<file path="src/rtl/elevator_controller_if.sv">
// Floor-queue handshake: the queue (master) presents its head request and
// receives the pop strobe from the cabin sequencer (slave).
interface elevator_controller_if #(
  parameter int FLOOR_W = 2
);
  logic               target_valid;
  logic [FLOOR_W-1:0] target_floor;
  logic               delete_pos0;

  modport master (
    output target_valid,
    output target_floor,
    input  delete_pos0
  );

  modport slave (
    input  target_valid,
    input  target_floor,
    output delete_pos0
  );
endinterface

</file>
<file path="src/rtl/elevator_controller.sv">
// Cabin sequencer: serves the floor-queue head (move, door open/close, pop).
// Optional macro DOOR_REOPEN_EN: an obstruction during door closing reopens the door.
module elevator_controller #(
  parameter int FLOORS            = 4,
  parameter int FLOOR_W           = 2,
  parameter int TRAVEL_CYCLES     = 50,
  parameter int DOOR_OPEN_CYCLES  = 100,
  parameter int DOOR_CLOSE_CYCLES = 20
) (
  input  logic                 clk,
  input  logic                 rst_n,
  elevator_controller_if.slave q,
  input  logic                 obstruction,
  output logic [FLOOR_W-1:0]   cur_floor,
  output logic                 motor_up,
  output logic                 motor_down,
  output logic                 door_open,
  output logic                 door_closing,
  output logic                 busy,
  output logic [2:0]           state_o
);

  localparam logic [2:0] S_IDLE       = 3'd0;
  localparam logic [2:0] S_MOVE_UP    = 3'd1;
  localparam logic [2:0] S_MOVE_DOWN  = 3'd2;
  localparam logic [2:0] S_DOOR_OPEN  = 3'd3;
  localparam logic [2:0] S_DOOR_CLOSE = 3'd4;
  localparam logic [2:0] S_RELEASE    = 3'd5;

  localparam int MAX_A = (TRAVEL_CYCLES > DOOR_OPEN_CYCLES) ? TRAVEL_CYCLES : DOOR_OPEN_CYCLES;
  localparam int MAX_C = (MAX_A > DOOR_CLOSE_CYCLES) ? MAX_A : DOOR_CLOSE_CYCLES;
  localparam int TW    = $clog2(MAX_C + 1);

  localparam logic [TW-1:0]      T_TRAVEL = TW'(TRAVEL_CYCLES - 1);
  localparam logic [TW-1:0]      T_OPEN   = TW'(DOOR_OPEN_CYCLES - 1);
  localparam logic [TW-1:0]      T_CLOSE  = TW'(DOOR_CLOSE_CYCLES - 1);
  localparam logic [FLOOR_W-1:0] TOP      = FLOOR_W'(FLOORS - 1);

  logic [2:0]         state, state_n;
  logic [TW-1:0]      timer, timer_n;
  logic [FLOOR_W-1:0] tgt_q, tgt_n, floor_n;
  logic [FLOOR_W-1:0] route_tgt;
  logic               skip_q, skip_n;
  logic               route;
  logic               req_ok;
  logic               del_q;

  assign req_ok = q.target_valid && (q.target_floor <= TOP);

`ifndef DOOR_REOPEN_EN
  logic unused_obstruction;
  assign unused_obstruction = obstruction;
`endif

  // A "route" decision is taken on request acceptance and at every floor boundary;
  // it picks the direction (or door) from the updated floor and the chosen target.
  always_comb begin
    state_n   = state;
    timer_n   = timer;
    floor_n   = cur_floor;
    tgt_n     = tgt_q;
    skip_n    = 1'b0;
    route     = 1'b0;
    route_tgt = tgt_q;

    case (state)
      S_IDLE: begin
        if (req_ok && !skip_q) begin
          route     = 1'b1;
          route_tgt = q.target_floor;
        end
      end

      S_MOVE_UP, S_MOVE_DOWN: begin
        if (timer != '0) begin
          timer_n = timer - 1'b1;
        end else begin
          if (state == S_MOVE_UP)
            floor_n = (cur_floor == TOP) ? cur_floor : cur_floor + 1'b1;
          else
            floor_n = (cur_floor == '0) ? cur_floor : cur_floor - 1'b1;
          route     = 1'b1;
          route_tgt = req_ok ? q.target_floor : tgt_q;
        end
      end

      S_DOOR_OPEN: begin
        if (timer != '0) begin
          timer_n = timer - 1'b1;
        end else begin
          state_n = S_DOOR_CLOSE;
          timer_n = T_CLOSE;
        end
      end

      S_DOOR_CLOSE: begin
`ifdef DOOR_REOPEN_EN
        if (obstruction) begin
          state_n = S_DOOR_OPEN;
          timer_n = T_OPEN;
        end else
`endif
        if (timer != '0) begin
          timer_n = timer - 1'b1;
        end else begin
          state_n = S_RELEASE;
          timer_n = '0;
        end
      end

      // The queue head needs one cycle to update after the pop, hence the skip.
      S_RELEASE: begin
        state_n = S_IDLE;
        skip_n  = 1'b1;
      end

      default: begin
        state_n = S_IDLE;
        timer_n = '0;
      end
    endcase

    if (route) begin
      tgt_n = route_tgt;
      if (route_tgt > floor_n) begin
        state_n = S_MOVE_UP;
        timer_n = T_TRAVEL;
      end else if (route_tgt < floor_n) begin
        state_n = S_MOVE_DOWN;
        timer_n = T_TRAVEL;
      end else begin
        state_n = S_DOOR_OPEN;
        timer_n = T_OPEN;
      end
    end
  end

  // Drive outputs are registered from the next state so they line up with state_o.
  always_ff @(posedge clk or negedge rst_n) begin
    if (!rst_n) begin
      state        <= S_IDLE;
      timer        <= '0;
      cur_floor    <= '0;
      tgt_q        <= '0;
      skip_q       <= 1'b0;
      motor_up     <= 1'b0;
      motor_down   <= 1'b0;
      door_open    <= 1'b0;
      door_closing <= 1'b0;
      del_q        <= 1'b0;
      busy         <= 1'b0;
    end else begin
      state        <= state_n;
      timer        <= timer_n;
      cur_floor    <= floor_n;
      tgt_q        <= tgt_n;
      skip_q       <= skip_n;
      motor_up     <= (state_n == S_MOVE_UP);
      motor_down   <= (state_n == S_MOVE_DOWN);
      door_open    <= (state_n == S_DOOR_OPEN);
      door_closing <= (state_n == S_DOOR_CLOSE);
      del_q        <= (state_n == S_RELEASE);
      busy         <= (state_n != S_IDLE);
    end
  end

  assign q.delete_pos0 = del_q;
  assign state_o       = state;

endmodule
</file>
<file path="src/flat_wrapper.sv">
// flat-port wrapper written by rule: the top's interface ports become plain ports
module elevator_controller_flat 
#(
  parameter int FLOORS            = 4,
  parameter int FLOOR_W           = 2,
  parameter int TRAVEL_CYCLES     = 50,
  parameter int DOOR_OPEN_CYCLES  = 100,
  parameter int DOOR_CLOSE_CYCLES = 20
)
  (clk, rst_n, obstruction, cur_floor, motor_up, motor_down, door_open, door_closing, busy, state_o, q_target_valid, q_target_floor, q_delete_pos0);
  elevator_controller_if #(.FLOOR_W(FLOOR_W)) q_i ();
  input  logic clk;
  input  logic rst_n;
  input  logic obstruction;
  output logic [FLOOR_W-1:0] cur_floor;
  output logic motor_up;
  output logic motor_down;
  output logic door_open;
  output logic door_closing;
  output logic busy;
  output logic [2:0] state_o;
  input wire logic [$bits(q_i.target_valid)-1:0] q_target_valid;
  input wire logic [$bits(q_i.target_floor)-1:0] q_target_floor;
  output wire logic [$bits(q_i.delete_pos0)-1:0] q_delete_pos0;
  assign q_i.target_valid = q_target_valid;
  assign q_i.target_floor = q_target_floor;
  assign q_delete_pos0 = q_i.delete_pos0;
  elevator_controller #(.FLOORS(FLOORS), .FLOOR_W(FLOOR_W), .TRAVEL_CYCLES(TRAVEL_CYCLES), .DOOR_OPEN_CYCLES(DOOR_OPEN_CYCLES), .DOOR_CLOSE_CYCLES(DOOR_CLOSE_CYCLES)) u_core (.clk(clk), .rst_n(rst_n), .q(q_i), .obstruction(obstruction), .cur_floor(cur_floor), .motor_up(motor_up), .motor_down(motor_down), .door_open(door_open), .door_closing(door_closing), .busy(busy), .state_o(state_o));
endmodule
</file>
<file path="config.mk">
export PLATFORM = sky130hd
export DESIGN_NAME = elevator_controller_flat
export DESIGN_NICKNAME = d
export VERILOG_FILES = /design/src/rtl/elevator_controller_if.sv /design/src/rtl/elevator_controller.sv /design/src/flat_wrapper.sv
export SDC_FILE = /design/constraint.sdc
export NUM_CORES = 1
export LEC_CHECK = 0
export BUFFER_PORTS_ARGS = -buffer_cell sky130_fd_sc_hd__buf_2
export CORE_AREA = 3 3 59 61
export CTS_CLUSTER_DIAMETER = 100
export DETAILED_ROUTE_END_ITERATION = 12
export DIE_AREA = 0 0 62 64
export PLACE_DENSITY_LB_ADDON = 0.2
export SLEW_MARGIN = 20
export SYNTH_ARGS = -nofsm -noshare
export SYNTH_HDL_FRONTEND = slang
export SYNTH_SLANG_ARGS = --single-unit
</file>
<file path="constraint.sdc">
create_clock -name clk -period 3.7 [get_ports clk]
set_input_delay 0 -clock clk [delete_from_list [all_inputs] [get_ports clk]]
set_output_delay 0 -clock clk [all_outputs]
set_load 0.01 [all_outputs]
</file>
==> results.sh, run 1 <==
export IMPL_grt_pass1_wl_um=5060
export IMPL_cts_buffer_depth=2
export IMPL_yosys_top_cells_area="dfrtp_1 40%, o211ai_1 4.0%, ha_1 3.8%, nand2_1 3.7%, mux2_4 3.4%"
export IMPL_core_area_um2=3030
export IMPL_area_growth_synth_to_final_pct=13.2
export IMPL_synthFlopType="dfrtp_1"
export IMPL_fp_row_count=20
export IMPL_port_buffers=15
export IMPL_grt_start_max_net_pins=22
export IMPL_clock_skew_ns=0.00315
export IMPL_slowest_stage="dfrtp_1"
export IMPL_timing_critical_path_arrival_ns=3.57
export IMPL_power_per_cell_area_nw_per_um2=234
export IMPL_synth_compound_area_share=0.232
export IMPL_antenna_found_initial=0
export IMPL_cts_hold_buffers=2
export IMPL_avgSynthCellArea_um2=9.41
export IMPL_p_sw_frac=0.214
export IMPL_boundaryPins=17
export IMPL_path_cells="inv_1, ha_1, nor3b_2, nand2_2, o31ai_4, nand2_2, mux2_4, ha_1, nor2b_1, or2_2, a32o_2, nor3b_2"
export IMPL_finalHoldWorstSlack_ns=0.0888
export IMPL_synth_edf_count=0
export IMPL_drc_errors=0
export IMPL_r2r_start="u_core.timer[0]"
export IMPL_drive_gt1_frac=0.220
export IMPL_intPower_uw=276
export IMPL_worstMarginPinSlew_ns=0.458
export IMPL_hold_viol=0
export IMPL_ctsResizeCount=0
export IMPL_yosysUniqueCellTypes=46
export IMPL_ant_nets=0
export IMPL_viasPerCell=5.58
export IMPL_switchingPower_uw=75.1
export IMPL_ys_warn_count=0
export IMPL_synth_top_cell_area_share=0.396
export IMPL_vias=1132
export IMPL_post_route_min_period_ns=3.38
export IMPL_synthAdderAreaFrac=0.0377
export IMPL_worstHoldStart="q_target_floor[1]"
export IMPL_syn_inst=141
export IMPL_syn_num_nets=151
export IMPL_netlist_area_um2=1330
export IMPL_die_height_um=64
export IMPL_start_util=0.438
export IMPL_root_buffer="clkbuf_4"
export IMPL_hp_class="input pin to flop"
export IMPL_nets=170
export IMPL_period_share=0.914
export IMPL_dr_pass1_iters=4
export IMPL_synthXorXnorAreaFrac=0.0330
export IMPL_status="finished clean"
export IMPL_cp_max_fo=7
export IMPL_fin_setup_tns_ns=0
export IMPL_startpoint_type="flop"
export IMPL_insertedDiodeCount=0
export IMPL_async_reset_ff_frac=1.00
export IMPL_startpoint="u_core.timer[0]"
export IMPL_synth_top_area_cell="dfrtp_1"
export IMPL_drtIter0Drc=45
export IMPL_final_core_util=0.496
export IMPL_cp_required_ns=3.89
export IMPL_final_setup_viol_count=0
export IMPL_dieArea_um2=3970
export IMPL_cts_reportedPaths_clkPinSlew_ns=0.12
export IMPL_nFillCells=285
export IMPL_synthMuxAreaShare=0.0491
export IMPL_total_leakage_power_uw=0.000680
export IMPL_seqPwrFrac=0.655
export IMPL_power_frac_clock=0.314
export IMPL_relSlewSlack=0.695
export IMPL_endpoint_kind="flop"
export IMPL_synthSimpleGateAreaFrac=0.206
export IMPL_avgRoutedWirePerCell_um=14.4
export IMPL_track_usage=0.168
export IMPL_synth_seq_cells=21
export IMPL_cts_tree="done"
export IMPL_clkLatencyLatePin_ns=0.30
export IMPL_crit_type="flop to flop"
export IMPL_post_cts_setup_buffers=0
export IMPL_die_x_um=62
export IMPL_clock_sink_count=21
export IMPL_fmax_ghz=0.296
export IMPL_crit_path_max_incr_delay_ns=0.44
export IMPL_cap_violations=0
export IMPL_htree_levels=1
export IMPL_synth_top_family_by_area="compound AO/OA/AOI/OAI gates"
export IMPL_yosysSeqAreaShare=0.396
export IMPL_ir_drop_mv=0.139
export IMPL_wirelength_um=2920
export IMPL_rsz0062_at_grt="false"
export IMPL_grt_overflow_total=0
export IMPL_dp_hpwl_um=2170
export IMPL_cts_inserted_buffers=3
export IMPL_grt_pass1_vias=1121
export IMPL_p_comb_frac=0.031
export IMPL_drv_slew=0
export IMPL_routabilityCongestion=0.932
metrics by stage:
stage | area (um^2) | instances | setup WS, ns | power [uW]
2_1_floorplan | 1330 | 141 | 0.646 | 237
3_3_place_gp | 1460 | 197 | 0.410 | 244
3_5_place_dp | 1460 | 197 | 0.337 | 245
4_1_cts | 1500 | 203 | 0.321 | 359
5_1_grt | 1500 | 203 | 0.103 | 372
6_report | 1500 | 203 | 0.319 | 352
synth_stat cells, drive strengths merged (3+ instances only):
master,n
xor2,4
mux2,3
nor2,8
a21oi,8
nand3,6
nor3b,3
dfrtp,21
inv,8
o211ai,7
o21ai,7
nand2,15
ha,4
nor3,5
buf,6
nor2b,3
cell usage in the layout, fill, tap and decap left out, types with 2 or more instances in the layout:
cell	count
buf_2	15
mux2i_1	2
buf_4	4
and3_1	2
nor3_1	4
nor2_1	8
a211oi_1	2
mux2_4	3
or2_2	2
a31oi_1	2
inv_1	8
ha_1	4
nand2b_1	2
nor3b_2	2
o211ai_1	7
dlygate4sd3_1	2
nor2b_1	3
o21ai_0	7
nand2_2	2
clkbuf_4	3
xor2_1	4
dfrtp_1	21
a21oi_1	7
nand3_1	6
nand4_1	2
nand2_1	13
cell type report:
type                            instances  area [um^2]  share of cell area
Clock buffer                            4         26.3              0.0175
Sequential cell                        21          526               0.350
Multi-Input combinational cell        105          739               0.492
Timing Repair Buffer                   21          125              0.0833
Inverter                                8         30.0              0.0200
Tap cell                               44         55.1              0.0367
power by group through the flow:
stage / registers [uW] / clock network (uW) / logic (uW)
after floorplan: 235 / 0 / 2.44
after global placement: 235 / 0 / 9.48
after detailed placement: 235 / 0 / 9.84
after CTS: 230 / 117 / 11.5
after global routing: 230 / 128 / 13.0
final: 230 / 110 / 10.9
kinds of logic (layout without fill, tap and decap cells):
logic type / after synthesis / in the layout
AND/OR/NAND/NOR: 50 / 50
AO/OA/AOI/OAI: 41 / 41
flip-flops: 21 / 21
buffers and inverters: 15 / 33
XOR/XNOR: 5 / 5
multiplexers: 5 / 5
adder cells (fa/ha/maj): 4 / 4
per-layer routing:
| metal | up-vias | global-route usage | share of wire |
|---|---|---|---|
| met5 | - | 0 | 0 |
| met4 | 0 | 0.0504 | 0.0072 |
| met3 | 2 | 0.0263 | 0.063 |
| met2 | 34 | 0.256 | 0.49 |
| met1 | 541 | 0.239 | 0.44 |
| li1 | 555 | - | - |
path summary, 6_finish.rpt:
check | cells past startpoint | slack (ns) | to
setup reg to reg | 12 | 0.32 | u_core.motor_up
min in group asynchronous | 2 | 0.16 | u_core.cur_floor[0]
max in group asynchronous | 2 | 3.22 | u_core.door_open
setup / recovery | 12 | 0.32 | u_core.motor_up
hold reg to reg | 1 | 0.53 | u_core.tgt_q[0]
hold / removal | 3 | 0.09 | u_core.tgt_q[1]
worst max-delay path, delay by kind of cell, from the launching register on:
kind / cells / cell delay [ns]
mux: 1 / 0.32
compound gates: 2 / 0.61
simple gates: 6 / 1.26
fa+ha+maj: 2 / 0.50
buf+inv: 1 / 0.15
flops: 1 / 0.44
registers in the layout, summed over array words and instances (netlist names):
register and cells:
u_core.busy 1, u_core.timer 7, u_core.door_open 1, u_core.q.delete_pos0 1, u_core.cur_floor 2, u_core.skip_q 1, u_core.door_closing 1, u_core.state_o 3
u_core.tgt_q 2, u_core.motor_up 1, u_core.motor_down 1
Power figures use the tool's default switching activity.
==> run 2: changes to the inputs <==
==> constraint.sdc (replaced) <==
create_clock -name clk -period 3.7 [get_ports clk]
set_input_delay 0.555 -clock clk [delete_from_list [all_inputs] [get_ports clk]]
set_output_delay 0.555 -clock clk [all_outputs]
set_load 0.01 [all_outputs]
==> results.sh, run 2 (same netlist as run 1, synthesis figures left out) <==
export IMPL_slowest_stage="dfrtp_1"
export IMPL_cts_reportedPaths_clkPinSlew_ns=0.13
export IMPL_area_growth_synth_to_final_pct=11.7
export IMPL_largest_reg_flops=7
export IMPL_status="finished clean"
export IMPL_dieArea_um2=3970
export IMPL_crit_type="flop to flop"
export IMPL_wirelength_um=3080
export IMPL_ant_nets=0
export IMPL_dp_hpwl_um=2200
export IMPL_clkLatencyLatePin_ns=0.31
export IMPL_total_leakage_power_uw=0.000672
export IMPL_cts_tree="done"
export IMPL_post_route_min_period_ns=3.39
export IMPL_critPathTopFamily="simple AND/OR/NAND/NOR gates"
export IMPL_power_frac_clock=0.326
export IMPL_grt_start_max_net_pins=22
export IMPL_clock_skew_ns=0.00892
export IMPL_nets=168
export IMPL_r2r_start="u_core.timer[0]"
export IMPL_viasPerCell=5.82
export IMPL_grt_pass1_wl_um=5400
export IMPL_root_buffer="clkbuf_4"
export IMPL_final_cell_mix="21 x dfrtp_1, 15 x buf_2, 13 x nand2_1, 8 x inv_1, 8 x nor2_1"
export IMPL_startpoint="u_core.timer[0]"
export IMPL_cts_hold_buffers=0
export IMPL_vias=1170
export IMPL_die_x_um=62
export IMPL_fin_setup_tns_ns=0
export IMPL_startpoint_type="flop"
export IMPL_port_buffers=15
export IMPL_drc_errors=0
export IMPL_drtIter0Drc=44
export IMPL_period_share=0.915
export IMPL_timing_critical_path_arrival_ns=3.59
export IMPL_track_usage=0.181
export IMPL_grt_overflow_total=0
export IMPL_ctsResizeCount=0
export IMPL_core_area_um2=3030
export IMPL_endpoint_kind="flop"
export IMPL_p_comb_frac=0.026
export IMPL_cts_inserted_buffers=3
export IMPL_cp_max_fo=7
export IMPL_htree_levels=1
export IMPL_power_per_cell_area_nw_per_um2=240
export IMPL_cap_violations=0
export IMPL_final_common_cell="dfrtp_1"
export IMPL_rsz0062_at_grt="false"
export IMPL_relSlewSlack=0.688
export IMPL_drive_gt1_frac=0.223
export IMPL_finalWorstSetupSlack_ns=0.315
export IMPL_dr_pass1_iters=5
export IMPL_crit_path_max_incr_delay_ns=0.44
export IMPL_avgRoutedWirePerCell_um=15.3
export IMPL_drv_slew=0
export IMPL_largest_register="u_core.timer"
export IMPL_start_util=0.438
export IMPL_pre_cts_slack_ns=0.353
export IMPL_switchingPower_uw=80.4
export IMPL_p_sw_frac=0.226
export IMPL_path_cells="inv_1, ha_1, nor3b_2, nand2_2, o31ai_4, nand2_2, mux2_4, ha_1, nor2b_1, or2_2, a32o_2, nor3b_2"
export IMPL_path_buf_inv=1
export IMPL_insertedDiodeCount=0
export IMPL_intPower_uw=275
export IMPL_fp_row_count=20
export IMPL_grt_pass1_vias=1182
export IMPL_worstMarginPinSlew_ns=0.468
export IMPL_die_height_um=64
export IMPL_cp_required_ns=3.90
export IMPL_routabilityCongestion=0.902
export IMPL_cts_buffer_depth=2
export IMPL_post_cts_setup_buffers=0
export IMPL_seqPwrFrac=0.648
export IMPL_hold_viol=0
export IMPL_antenna_found_initial=0
export IMPL_clock_sink_count=21
export IMPL_boundaryPins=17
export IMPL_hp_class="input pin to async pin"
export IMPL_fmax_ghz=0.295
export IMPL_ir_drop_mv=0.149
export IMPL_final_setup_viol_count=0
run 2: final timing paths:
check,to,depth (start not counted),slack [ns]
max,u_core.motor_up,12,0.31
min,u_core.timer[0],1,0.17
max reg2reg,u_core.motor_up,12,0.31
min reg2reg,u_core.tgt_q[0],1,0.54
max in group asynchronous,u_core.busy,1,3.20
min in group clk,u_core.tgt_q[0],2,0.49
run 2: routing by layer:
metal  vias up  part of all wire  track usage
met5         -                 0            0
met4         0             0.024       0.0716
met3         9             0.059       0.0364
met2        46              0.46        0.273
met1       560              0.46        0.248
li1        555                 -            -
run 2: cell type report:
cell class,instances,area [um^2]
timing repair buffer,19,105
tap,44,55.1
sequential,21,526
inverter,8,30.0
clock buffer,4,26.3
multi-input combinational,105,739
fill,294,1550
run 2: power groups by stage:
stage | logic (uW) | registers (uW) | clock network [uW]
after detailed placement | 9.77 | 235 | 0
after floorplan | 2.44 | 235 | 0
final | 9.21 | 230 | 116
after CTS | 9.85 | 230 | 120
after global routing | 11.0 | 231 | 133
after global placement | 9.49 | 235 | 0
run 2: worst reg2reg max path, cell delays in order, from the launching register on:
cell     delay (ns)
dfrtp_1        0.44
inv_1          0.15
ha_1           0.18
nor3b_2        0.29
nand2_2        0.19
o31ai_4        0.30
nand2_2        0.15
mux2_4         0.32
ha_1           0.31
nor2b_1        0.18
or2_2          0.29
a32o_2         0.31
nor3b_2        0.16
run 2: stage by stage:
step                 util  hold WS [ns]  total power, uW  std cells  area [um^2]
floorplan               -         0.259              237        141         1330
global placement    0.481         0.492              244        197         1460
detailed placement  0.481         0.509              244        197         1460
CTS                 0.489         0.191              360        201         1480
global route        0.489         0.192              374        201         1480
finish              0.489         0.171              356        201         1480
